$ cat src/rtl/melody_pkg.sv
// Shared definitions for the melody sequencer: tone codes, duration codes,
// ROM word layout and FSM state encoding.
package melody_pkg;

  localparam int unsigned TONE_W = 5;
  localparam int unsigned DUR_W  = 2;
  localparam int unsigned WORD_W = 8;

  localparam int unsigned END_BIT  = 7;
  localparam int unsigned DUR_LSB  = 5;
  localparam int unsigned TONE_LSB = 0;

  localparam logic [TONE_W-1:0] REST = 5'd0;
  localparam logic [TONE_W-1:0] L1 = 5'd1,  L2 = 5'd2,  L3 = 5'd3,  L4 = 5'd4;
  localparam logic [TONE_W-1:0] L5 = 5'd5,  L6 = 5'd6,  L7 = 5'd7;
  localparam logic [TONE_W-1:0] M1 = 5'd8,  M2 = 5'd9,  M3 = 5'd10, M4 = 5'd11;
  localparam logic [TONE_W-1:0] M5 = 5'd12, M6 = 5'd13, M7 = 5'd14;
  localparam logic [TONE_W-1:0] H1 = 5'd15, H2 = 5'd16, H3 = 5'd17, H4 = 5'd18;
  localparam logic [TONE_W-1:0] H5 = 5'd19, H6 = 5'd20, H7 = 5'd21;

  localparam logic [DUR_W-1:0] DUR_1 = 2'd0;
  localparam logic [DUR_W-1:0] DUR_2 = 2'd1;
  localparam logic [DUR_W-1:0] DUR_4 = 2'd2;
  localparam logic [DUR_W-1:0] DUR_8 = 2'd3;

  typedef struct packed {
    logic              last;
    logic [DUR_W-1:0]  dur;
    logic [TONE_W-1:0] tone;
  } note_t;

  typedef enum logic [1:0] {
    ST_IDLE = 2'd0,
    ST_LOAD = 2'd1,
    ST_PLAY = 2'd2,
    ST_GAP  = 2'd3
  } state_e;

  // Pack a note into the 8-bit ROM word layout.
  function automatic note_t mk_note(input logic [TONE_W-1:0] tone,
                                    input logic [DUR_W-1:0]  dur,
                                    input logic              last);
    logic [WORD_W-1:0] w;
    w                      = '0;
    w[END_BIT]             = last;
    w[DUR_LSB +: DUR_W]    = dur;
    w[TONE_LSB +: TONE_W]  = tone;
    return note_t'(w);
  endfunction

  // Duration code 0..3 maps to 1/2/4/8 units.
  function automatic int unsigned dur_units(input logic [DUR_W-1:0] dur);
    return 32'd1 << dur;
  endfunction

endpackage

$ cat src/rtl/melody_rom.sv
// Song table with registered read data (one-cycle latency).
// SONG=0 selects the production tune, SONG=1 the short three-note test tune.
module melody_rom
  import melody_pkg::*;
#(
  parameter int unsigned ADDR_W = 6,
  parameter int unsigned SONG   = 0
) (
  input  logic              clk,
  input  logic              rst_n,
  input  logic [ADDR_W-1:0] i_addr,
  output note_t             o_data
);

  note_t w_note;
  note_t r_data;

  always_comb begin
    w_note = mk_note(REST, DUR_1, 1'b1);
    if (SONG == 1) begin
      case (32'(i_addr))
        0:       w_note = mk_note(M1,   DUR_1, 1'b0);
        1:       w_note = mk_note(REST, DUR_2, 1'b0);
        2:       w_note = mk_note(H7,   DUR_4, 1'b1);
        default: w_note = mk_note(REST, DUR_1, 1'b1);
      endcase
    end else begin
      // Twinkle Twinkle, first phrase, with a breath rest mid-phrase.
      case (32'(i_addr))
        0:       w_note = mk_note(M1,   DUR_4, 1'b0);
        1:       w_note = mk_note(M1,   DUR_4, 1'b0);
        2:       w_note = mk_note(M5,   DUR_4, 1'b0);
        3:       w_note = mk_note(M5,   DUR_4, 1'b0);
        4:       w_note = mk_note(M6,   DUR_4, 1'b0);
        5:       w_note = mk_note(M6,   DUR_4, 1'b0);
        6:       w_note = mk_note(M5,   DUR_8, 1'b0);
        7:       w_note = mk_note(REST, DUR_2, 1'b0);
        8:       w_note = mk_note(M4,   DUR_4, 1'b0);
        9:       w_note = mk_note(M4,   DUR_4, 1'b0);
        10:      w_note = mk_note(M3,   DUR_4, 1'b0);
        11:      w_note = mk_note(M3,   DUR_4, 1'b0);
        12:      w_note = mk_note(M2,   DUR_4, 1'b0);
        13:      w_note = mk_note(M2,   DUR_4, 1'b0);
        14:      w_note = mk_note(M1,   DUR_8, 1'b1);
        default: w_note = mk_note(REST, DUR_1, 1'b1);
      endcase
    end
  end

  always_ff @(posedge clk or negedge rst_n) begin
    if (!rst_n) r_data <= note_t'('0);
    else        r_data <= w_note;
  end

  assign o_data = r_data;

endmodule

$ cat src/rtl/melody_sequencer.sv
// Steps through the note ROM and drives the buzzer tone/enable, with an
// en-low articulation gap closing every note.
module melody_sequencer
  import melody_pkg::*;
#(
  parameter int unsigned UNIT_CYC = 1_500_000,
  parameter int unsigned GAP_CYC  = 120_000,
  parameter int unsigned ADDR_W   = 6,
  parameter int unsigned SONG     = 0
) (
  input  logic              clk,
  input  logic              rst_n,
  input  logic              start_i,
  input  logic              stop_i,
  input  logic              loop_i,
  output logic [TONE_W-1:0] tone_o,
  output logic              en_o,
  output logic              busy_o,
  output logic              done_o
);

  localparam int unsigned CNT_W = $clog2(8 * UNIT_CYC);

  state_e              r_state, w_state_nxt;
  logic [ADDR_W-1:0]   r_addr,  w_addr_nxt;
  logic [CNT_W-1:0]    r_cnt,   w_cnt_nxt;
  logic                r_last,  w_last_nxt;
  logic [TONE_W-1:0]   r_tone,  w_tone_nxt;
  logic                r_en,    w_en_nxt;
  logic                r_busy,  w_busy_nxt;
  logic                r_done,  w_done_nxt;

  note_t               w_note;
  logic [CNT_W-1:0]    w_load_cnt;

  melody_rom #(
    .ADDR_W (ADDR_W),
    .SONG   (SONG)
  ) u_rom (
    .clk    (clk),
    .rst_n  (rst_n),
    .i_addr (w_addr_nxt),
    .o_data (w_note)
  );

  // LOAD + PLAY + GAP together last exactly units*UNIT_CYC cycles.
  assign w_load_cnt = CNT_W'(dur_units(w_note.dur) * UNIT_CYC - GAP_CYC - 32'd2);

  always_comb begin
    w_state_nxt = r_state;
    w_addr_nxt  = r_addr;
    w_cnt_nxt   = r_cnt;
    w_last_nxt  = r_last;
    w_tone_nxt  = r_tone;
    w_en_nxt    = 1'b0;
    w_done_nxt  = 1'b0;

    unique case (r_state)
      ST_IDLE: begin
        if (start_i) begin
          w_state_nxt = ST_LOAD;
          w_addr_nxt  = '0;
        end
      end
      ST_LOAD: begin
        w_last_nxt  = w_note.last;
        w_tone_nxt  = w_note.tone;
        w_cnt_nxt   = w_load_cnt;
        w_state_nxt = ST_PLAY;
      end
      ST_PLAY: begin
        w_en_nxt = (r_tone != '0);
        if (r_cnt == '0) begin
          w_state_nxt = ST_GAP;
          w_cnt_nxt   = CNT_W'(GAP_CYC - 32'd1);
        end else begin
          w_cnt_nxt = r_cnt - CNT_W'(1);
        end
      end
      ST_GAP: begin
        if (r_cnt != '0) begin
          w_cnt_nxt = r_cnt - CNT_W'(1);
        end else if (!r_last) begin
          w_addr_nxt  = r_addr + ADDR_W'(1);
          w_state_nxt = ST_LOAD;
        end else if (loop_i) begin
          w_addr_nxt  = '0;
          w_state_nxt = ST_LOAD;
        end else begin
          w_state_nxt = ST_IDLE;
          w_done_nxt  = 1'b1;
          w_tone_nxt  = '0;
          w_addr_nxt  = '0;
        end
      end
      default: w_state_nxt = ST_IDLE;
    endcase

    // Abort overrides every state transition and output update.
    if (stop_i) begin
      w_state_nxt = ST_IDLE;
      w_addr_nxt  = '0;
      w_cnt_nxt   = '0;
      w_last_nxt  = 1'b0;
      w_tone_nxt  = '0;
      w_en_nxt    = 1'b0;
      w_done_nxt  = 1'b0;
    end

    w_busy_nxt = (w_state_nxt != ST_IDLE);
  end

  always_ff @(posedge clk or negedge rst_n) begin
    if (!rst_n) begin
      r_state <= ST_IDLE;
      r_addr  <= '0;
      r_cnt   <= '0;
      r_last  <= 1'b0;
      r_tone  <= '0;
      r_en    <= 1'b0;
      r_busy  <= 1'b0;
      r_done  <= 1'b0;
    end else begin
      r_state <= w_state_nxt;
      r_addr  <= w_addr_nxt;
      r_cnt   <= w_cnt_nxt;
      r_last  <= w_last_nxt;
      r_tone  <= w_tone_nxt;
      r_en    <= w_en_nxt;
      r_busy  <= w_busy_nxt;
      r_done  <= w_done_nxt;
    end
  end

  assign tone_o = r_tone;
  assign en_o   = r_en;
  assign busy_o = r_busy;
  assign done_o = r_done;

endmodule

$ cat config.mk
export PLATFORM = sky130hd
export DESIGN_NAME = melody_sequencer
export DESIGN_NICKNAME = d
export VERILOG_FILES = /design/src/rtl/melody_pkg.sv /design/src/rtl/melody_rom.sv /design/src/rtl/melody_sequencer.sv
export SDC_FILE = /design/constraint.sdc
export NUM_CORES = 1
export LEC_CHECK = 0
export ABC_AREA = 1
export BUFFER_PORTS_ARGS = -buffer_cell sky130_fd_sc_hd__buf_2
export CAP_MARGIN = 20
export CORE_ASPECT_RATIO = 1.25
export CORE_UTILIZATION = 55
export CTS_CLUSTER_DIAMETER = 80
export DETAILED_ROUTE_END_ITERATION = 8
export HOLD_SLACK_MARGIN = 0.1
export PLACE_DENSITY = 0.7
export SETUP_SLACK_MARGIN = 0.3
export SLEW_MARGIN = 25
export SYNTH_ARGS = -nofsm -noshare
export SYNTH_HDL_FRONTEND = slang
export SYNTH_HIERARCHICAL = 1
export SYNTH_SLANG_ARGS = --single-unit
$ cat constraint.sdc
create_clock -name clk -period 6.2 [get_ports clk]
set_input_delay 0.93 -clock clk [delete_from_list [all_inputs] [get_ports clk]]
set_output_delay 0.93 -clock clk [all_outputs]
set_load 0.05 [all_outputs]
==> run metrics, run 1 <==
status=finished clean; clock share of power=between 20% and 30%; total grt overflow=0; Mapped Area=about 3500 um^2; Final setup viols=0; Reg power frac=a little under two fifths; internal power=about 0.63 mW; Required @ worst endpoint=about 6.4 ns; Resized Gates After CTS=0; FFs w/ async S/R, synth=100.0%; top post-synthesis cells by area=dfrtp_1 33%, nand2_1 13%, inv_1 6.5%, ha_1 6.1%, nand3_1 6.0%; routed wire length=7956 um; CTS root buffer=clkbuf_8; switching fraction of total power=43.49%; top-area cell type share of the netlist area=between 30% and 40%; Cell variety after synth=36; most frequent cells in the layout=120 x nand2_1, 61 x inv_1, 48 x nor2_1; DRT iter0 DRCs=slightly above 200; post-synthesis compound-gate area fraction=approximately 13%; fin util=about three fifths; Static Leakage=1.870 nW; number of enable flip-flop cells after synthesis=0; Synth Area in Simple Gates=32.06%; H-tree levels=2; Post-Synthesis Cells=490; Synth Area in XOR/XNOR=roughly 6.2%; WL/cell=between 10 and 15 um; clk sinks=47; chip width=approximately 73 um; Worst Hold Class=register to register; Yosys top cell by area=dfrtp_1; nets=518; RSZ-0062 raised after global routing=no; postcts setup bufs=0; Vias per Instance=~5.3; Slew @ Worst Pin=just under 0.8 ns; Final TNS setup=0 ns; hpwl dp=6237 um; Gate power share=41.1%; post-synthesis mux area share=0%; sequential fraction of the synthesis area=33.49%; Port Buffers=12; Total GRT Usage=between 20% and 30%; Cell Pwr Density=roughly 300 nW/um^2; initial antenna violation count=0; Layout area overhead=5.985%; Critical Path Sink Type=register; die area=~6700 um^2; layout cell share with drive strength beyond 1=between 10% and 20%; vias in the first global route=around 3k; worst path arrival time=3.31 ns; Via Count=~3.1k; number of cell rows=32; register bit total from synthesis=47; total I/O pin count=13; crit path kind=register to register; Final ANT Viol Nets=0; slew margin rel.=between 40% and 50%; CTS Hold Buffers Added=0; Placed Cells=about 570; RD Place Congestion=0.8469; Fillers=a little over 600; ANT cells=0; Worst Skew=about 0.015 ns; die height=91.35 um; CTS max path bufs=2; # DRC=0; maximum vdd drop=between 0.15 and 0.2 mV; largest net degree at the start of global routing=29; Mean Syn Cell Area=around 7.2 um^2; period utilisation layout=roughly half; Post-Synthesis Net Count=between 500 and 600; Primary FF master, synth=dfrtp_1; synth warn=6; core footprint=approximately 6200 um^2; CTS buffer count=5; adder-cell share of the synthesized area=6.056%; CTS tree=done; CP Launch Type=register; worst skew pair latency=about 0.31 ns; largest family of logic cells by synthesized area=simple AND/OR/NAND/NOR gates; most common cell after layout, fill and taps aside=nand2_1; DR pass1 iterations=4; Starting Density=a little under three fifths; max cap viols=0; final count of hold timing violations=0; switching pwr=approximately 0.48 mW; critical path peak fanout=17; global-route wire length before repair=~14000 um; non-filler cells in the finished layout=approximately 580; Worst-path clk slew=~0.090 ns; achievable frequency=between 0.3 and 0.4 GHz; Slew Limit Fails=0; Tmin final=between 3 and 4 ns
## critical path, stage by stage (launching register included)
cell and delay (ns):
dfrtp_1 0.42, ha_1 0.45, nor2_1 0.28, inv_1 0.40, nor2_1 0.10, inv_1 0.08
nand2_2 0.17, nor2_1 0.66, o21ai_0 0.24, o21ai_0 0.21
## state kept, by name (all words and copies together), names as in the netlist
signal / flops
tone_o: 5
r_last: 1
r_addr: 6
en_o: 1
u_rom/o_data: 6
r_cnt: 24
done_o: 1
r_state: 2
busy_o: 1
## power groups by stage
stage / registers [mW] / logic [mW] / clock network [mW]
after floorplan: 0.440 / 0.345 / 0
after global placement: 0.429 / 0.449 / 0
after detailed placement: 0.432 / 0.455 / 0
after CTS: 0.426 / 0.459 / 0.231
after global routing: 0.434 / 0.522 / 0.243
final: 0.427 / 0.458 / 0.228
## cells in the mapped netlist (2+ instances only)
master,instances
nand3_1,42
inv_2,3
nand2_2,3
buf_2,5
o21ai_0,30
a21oi_1,9
nor2_4,5
buf_6,2
nand2_1,120
nand2_4,4
xnor2_1,3
nor2_1,48
nor3_1,2
clkbuf_1,3
ha_1,17
xor2_1,22
nor2_2,9
o21ai_2,5
nand4_1,6
a31oi_1,5
o21ai_1,18
inv_1,61
dfrtp_1,47
buf_4,4
o211ai_1,6
## final timing paths
path	from	to	slack [ns]	cells past startpoint
worst max-delay path	r_state[1]	r_cnt[6]	3.11	9
worst min-delay path	tone_o[3]	tone_o[3]	0.51	2
worst max register to register	r_state[1]	r_cnt[6]	3.11	9
worst min register to register	tone_o[3]	tone_o[3]	0.51	2
max in group asynchronous	rst_n	u_rom/o_data[3]	5.11	2
min in group asynchronous	rst_n	r_cnt[15]	0.56	1
## cells by family (layout without fill, tap and decap cells)
| logic type | count (synthesis) | count (layout) |
|---|---|---|
| xor+xnor | 25 | 25 |
| flops | 47 | 47 |
| other cells | 1 | 1 |
| simple gates | 244 | 244 |
| fa+ha+maj | 17 | 17 |
| buf+inv | 79 | 86 |
| compound gates | 77 | 77 |
## layer usage
metal  part of all wire (%)  track usage (%)  vias to the layer above
met4                    2.6            8.814                        0
met3                    3.0            3.885                       17
met5                      0                0                        -
met2                     51            46.56                       67
met1                     43            32.78                     1447
li1                       -                -                     1574
## cell type report
class | count | area [um^2] | area share, %
multi-input combinational | 364 | 2003 | 53.82
inverter | 65 | 244.0 | 6.555
sequential | 47 | 1176 | 31.60
tap | 85 | 106.4 | 2.857
clock buffer | 5 | 68.82 | 1.849
timing repair buffer | 13 | 80.08 | 2.151
clock inverter | 3 | 43.79 | 1.176
## stage by stage
stage / hold slack (ns) / power [mW] / cell area [um^2] / setup WS [ns]
after CTS: 0.5143 / 1.116 / 3722 / 3.126
after global routing: 0.5334 / 1.199 / 3722 / 2.860
after detailed placement: 0.4918 / 0.8867 / 3610 / 3.163
final: 0.5096 / 1.113 / 3722 / 3.114
after global placement: 0.4821 / 0.8781 / 3590 / 3.306
after floorplan: 0.4578 / 0.7856 / 3512 / 4.040
No activity file was read; power rests on OpenSTA's default activity.
==> inputs of run 2 (changes only) <==
Clock period 6.2 ns to 2.9 ns, I/O delays scaled along.
==> run 2 against run 1 <==
Register-to-register slack worse by 2.6 ns. Highest routed layer unchanged. Clock-buffer cell count increased by 2. Combinational power is 120% higher. Critical endpoint is now r_cnt[12]. Clock power increased by 73%. Global-route usage grew 0.93 points. Largest cell class unchanged. Critical path depth grew 4.
==> run metrics, run 2 (same netlist as run 1, synthesis figures left out) <==
total I/O pin count=13; Starting Density=between 50% and 60%; Vias per Instance=between 5 and 6; nets=around 520; RD Place Congestion=between 0.8 and 0.9; Placed Instance Area=3635 um^2; max FFs per register=24; final hold slack=0.4008 ns; combined flip-flop and latch cell area=1176 um^2; crit path kind=register to register; crit path launch=r_cnt[0]; switching fraction of total power=44.98%; Slew @ Worst Pin=approximately 0.53 ns; Static Leakage=between 1.5 and 2 nW; Reg power frac=39.7%; clock share of power=17.2%; ANT cells=0; CTS root buffer=clkbuf_8; clk sinks=47; Required @ worst endpoint=about 3.1 ns; maximum vdd drop=about 0.40 mV; worst slack at placement=a little under 0.5 ns; hold path depth=2; Critical Path Sink Type=register; CTS tree=done; max cap viols=0; Worst Hold Class=input pin to register; slew margin rel.=about two thirds; hpwl dp=roughly 6300 um; worst path arrival time=approximately 2.6 ns; H-tree levels=2; R2R depth=13; most common cell after layout, fill and taps aside=nand2_1; Fillers=~600; design area=~3700 um^2; Cell Pwr Density=about 620 nW/um^2; Total GRT Usage=~28%; achievable frequency=between 0.4 and 0.5 GHz; Final setup viols=0; CP Launch Type=register; final count of hold timing violations=0; status=finished clean; Layout area overhead=6.306%; most frequent cells in the layout=120 x nand2_1, 61 x inv_1, 47 x nor2_1, 47 x dfrtp_1, 42 x nand3_1; RR Endpoint=r_cnt[12]; chip width=73.48 um; reg2reg setup slack=about 0.53 ns; # DRC=0; vias in the first global route=a little over 3k; RSZ-0062 raised after global routing=no; Final ANT Viol Nets=0; die area=6712 um^2; Top reg by flops=r_cnt; number of cell rows=32; Gate power share=a little over two fifths; switching pwr=around 1.0 mW; CP Capture Point=r_cnt[12]; Multi-input gate area=2011 um^2; die height=about 91 um; total grt overflow=0; Worst-path clk slew=0.09 ns; DRT iter0 DRCs=179; Slew Limit Fails=0; Worst Skew=around 0.012 ns; Port Buffers=12; Crit Reg-Reg Startpoint=r_cnt[0]; critical path peak fanout=14; Final TNS setup=0 ns; period utilisation layout=81.81%; CTS max path bufs=2; CTS buffer count=5; Setup WS post-layout=about 0.53 ns; layout cell share with drive strength beyond 1=between 10% and 20%; WL/cell=roughly 14 um; initial antenna violation count=0; fin util=~60%; Tmin final=about 2.4 ns; core footprint=6166 um^2; global-route wire length before repair=around 14000 um; routed wire length=between 8000 and 9000 um; DR pass1 iterations=5; largest net degree at the start of global routing=28; worst skew pair latency=between 0.3 and 0.4 ns; internal power=around 1.3 mW; Via Count=3210
==> run 2: cell count changes in the layout (fill, tap and decap cells not counted), sizes merged <==
cell,previous run,this run
bufinv,1,0
dlygate4sd3,0,1
clkbuf,5,7
buf,13,18
clkinv,3,2
==> run 2: power by group through the flow <==
stage / sequential, mW / combinational, mW / clock, mW
6_report: 0.912 / 0.991 / 0.395
5_1_grt: 0.928 / 1.12 / 0.428
4_1_cts: 0.910 / 0.988 / 0.403
3_5_place_dp: 0.922 / 0.981 / 0
3_3_place_gp: 0.919 / 0.963 / 0
2_1_floorplan: 0.941 / 0.738 / 0
==> run 2: worst min path at each step <==
stage / from / endpoint / slack, ns
CTS: stop_i / r_state[1] / 0.39
global route: stop_i / r_state[1] / 0.42
global placement: rst_n / r_cnt[3] / 0.42
floorplan: rst_n / busy_o / 0.14
finish: stop_i / r_state[1] / 0.40
detailed placement: rst_n / r_cnt[2] / 0.42
==> run 2: final cells by class <==
type	instances	share of cell area [%]
multi-input cells	364	53.85
flip-flops and latches	47	31.50
inverters	65	6.535
repair buffers	19	3.083
well taps	85	2.849
clock buffers	7	2.044
clock inverters	1	0.1340
==> run 2: metal layers <==
layer / wire [um] / share of wire [%] / up-vias / track usage, %
met1: 3508 / 42 / 1524 / 33.45
li1: - / - / 1583 / -
met4: 175 / 2.1 / 0 / 10.58
met2: 4349 / 52 / 84 / 48.09
met5: 0 / 0 / - / 0
met3: 315 / 3.8 / 19 / 3.774
==> run 2: what timing repair did <==
action,in CTS,in global routing
hold buffers,1,0
setup buffers,0,0
gates resized for setup,0,2
setup endpoints to repair,0,12
hold endpoints to repair,20,0
==> run 2: worst max-delay path, stage by stage, from the launching register on <==
cell,delay (ns)
dfrtp_1,0.37
inv_1,0.12
ha_1,0.26
nand2_4,0.12
nor2_4,0.17
nand2_2,0.08
nor2_4,0.23
nand3_1,0.17
nand2_4,0.19
inv_2,0.17
nand2_4,0.14
nor2_1,0.09
o21ai_1,0.08
nand2_1,0.06
==> run 2: stage by stage <==
| step | power (mW) | std cells |
|---|---|---|
| 2_1_floorplan | 1.680 | 490 |
| 3_3_place_gp | 1.882 | 579 |
| 3_5_place_dp | 1.903 | 579 |
| 4_1_cts | 2.300 | 588 |
| 5_1_grt | 2.474 | 588 |
| 6_report | 2.299 | 588 |
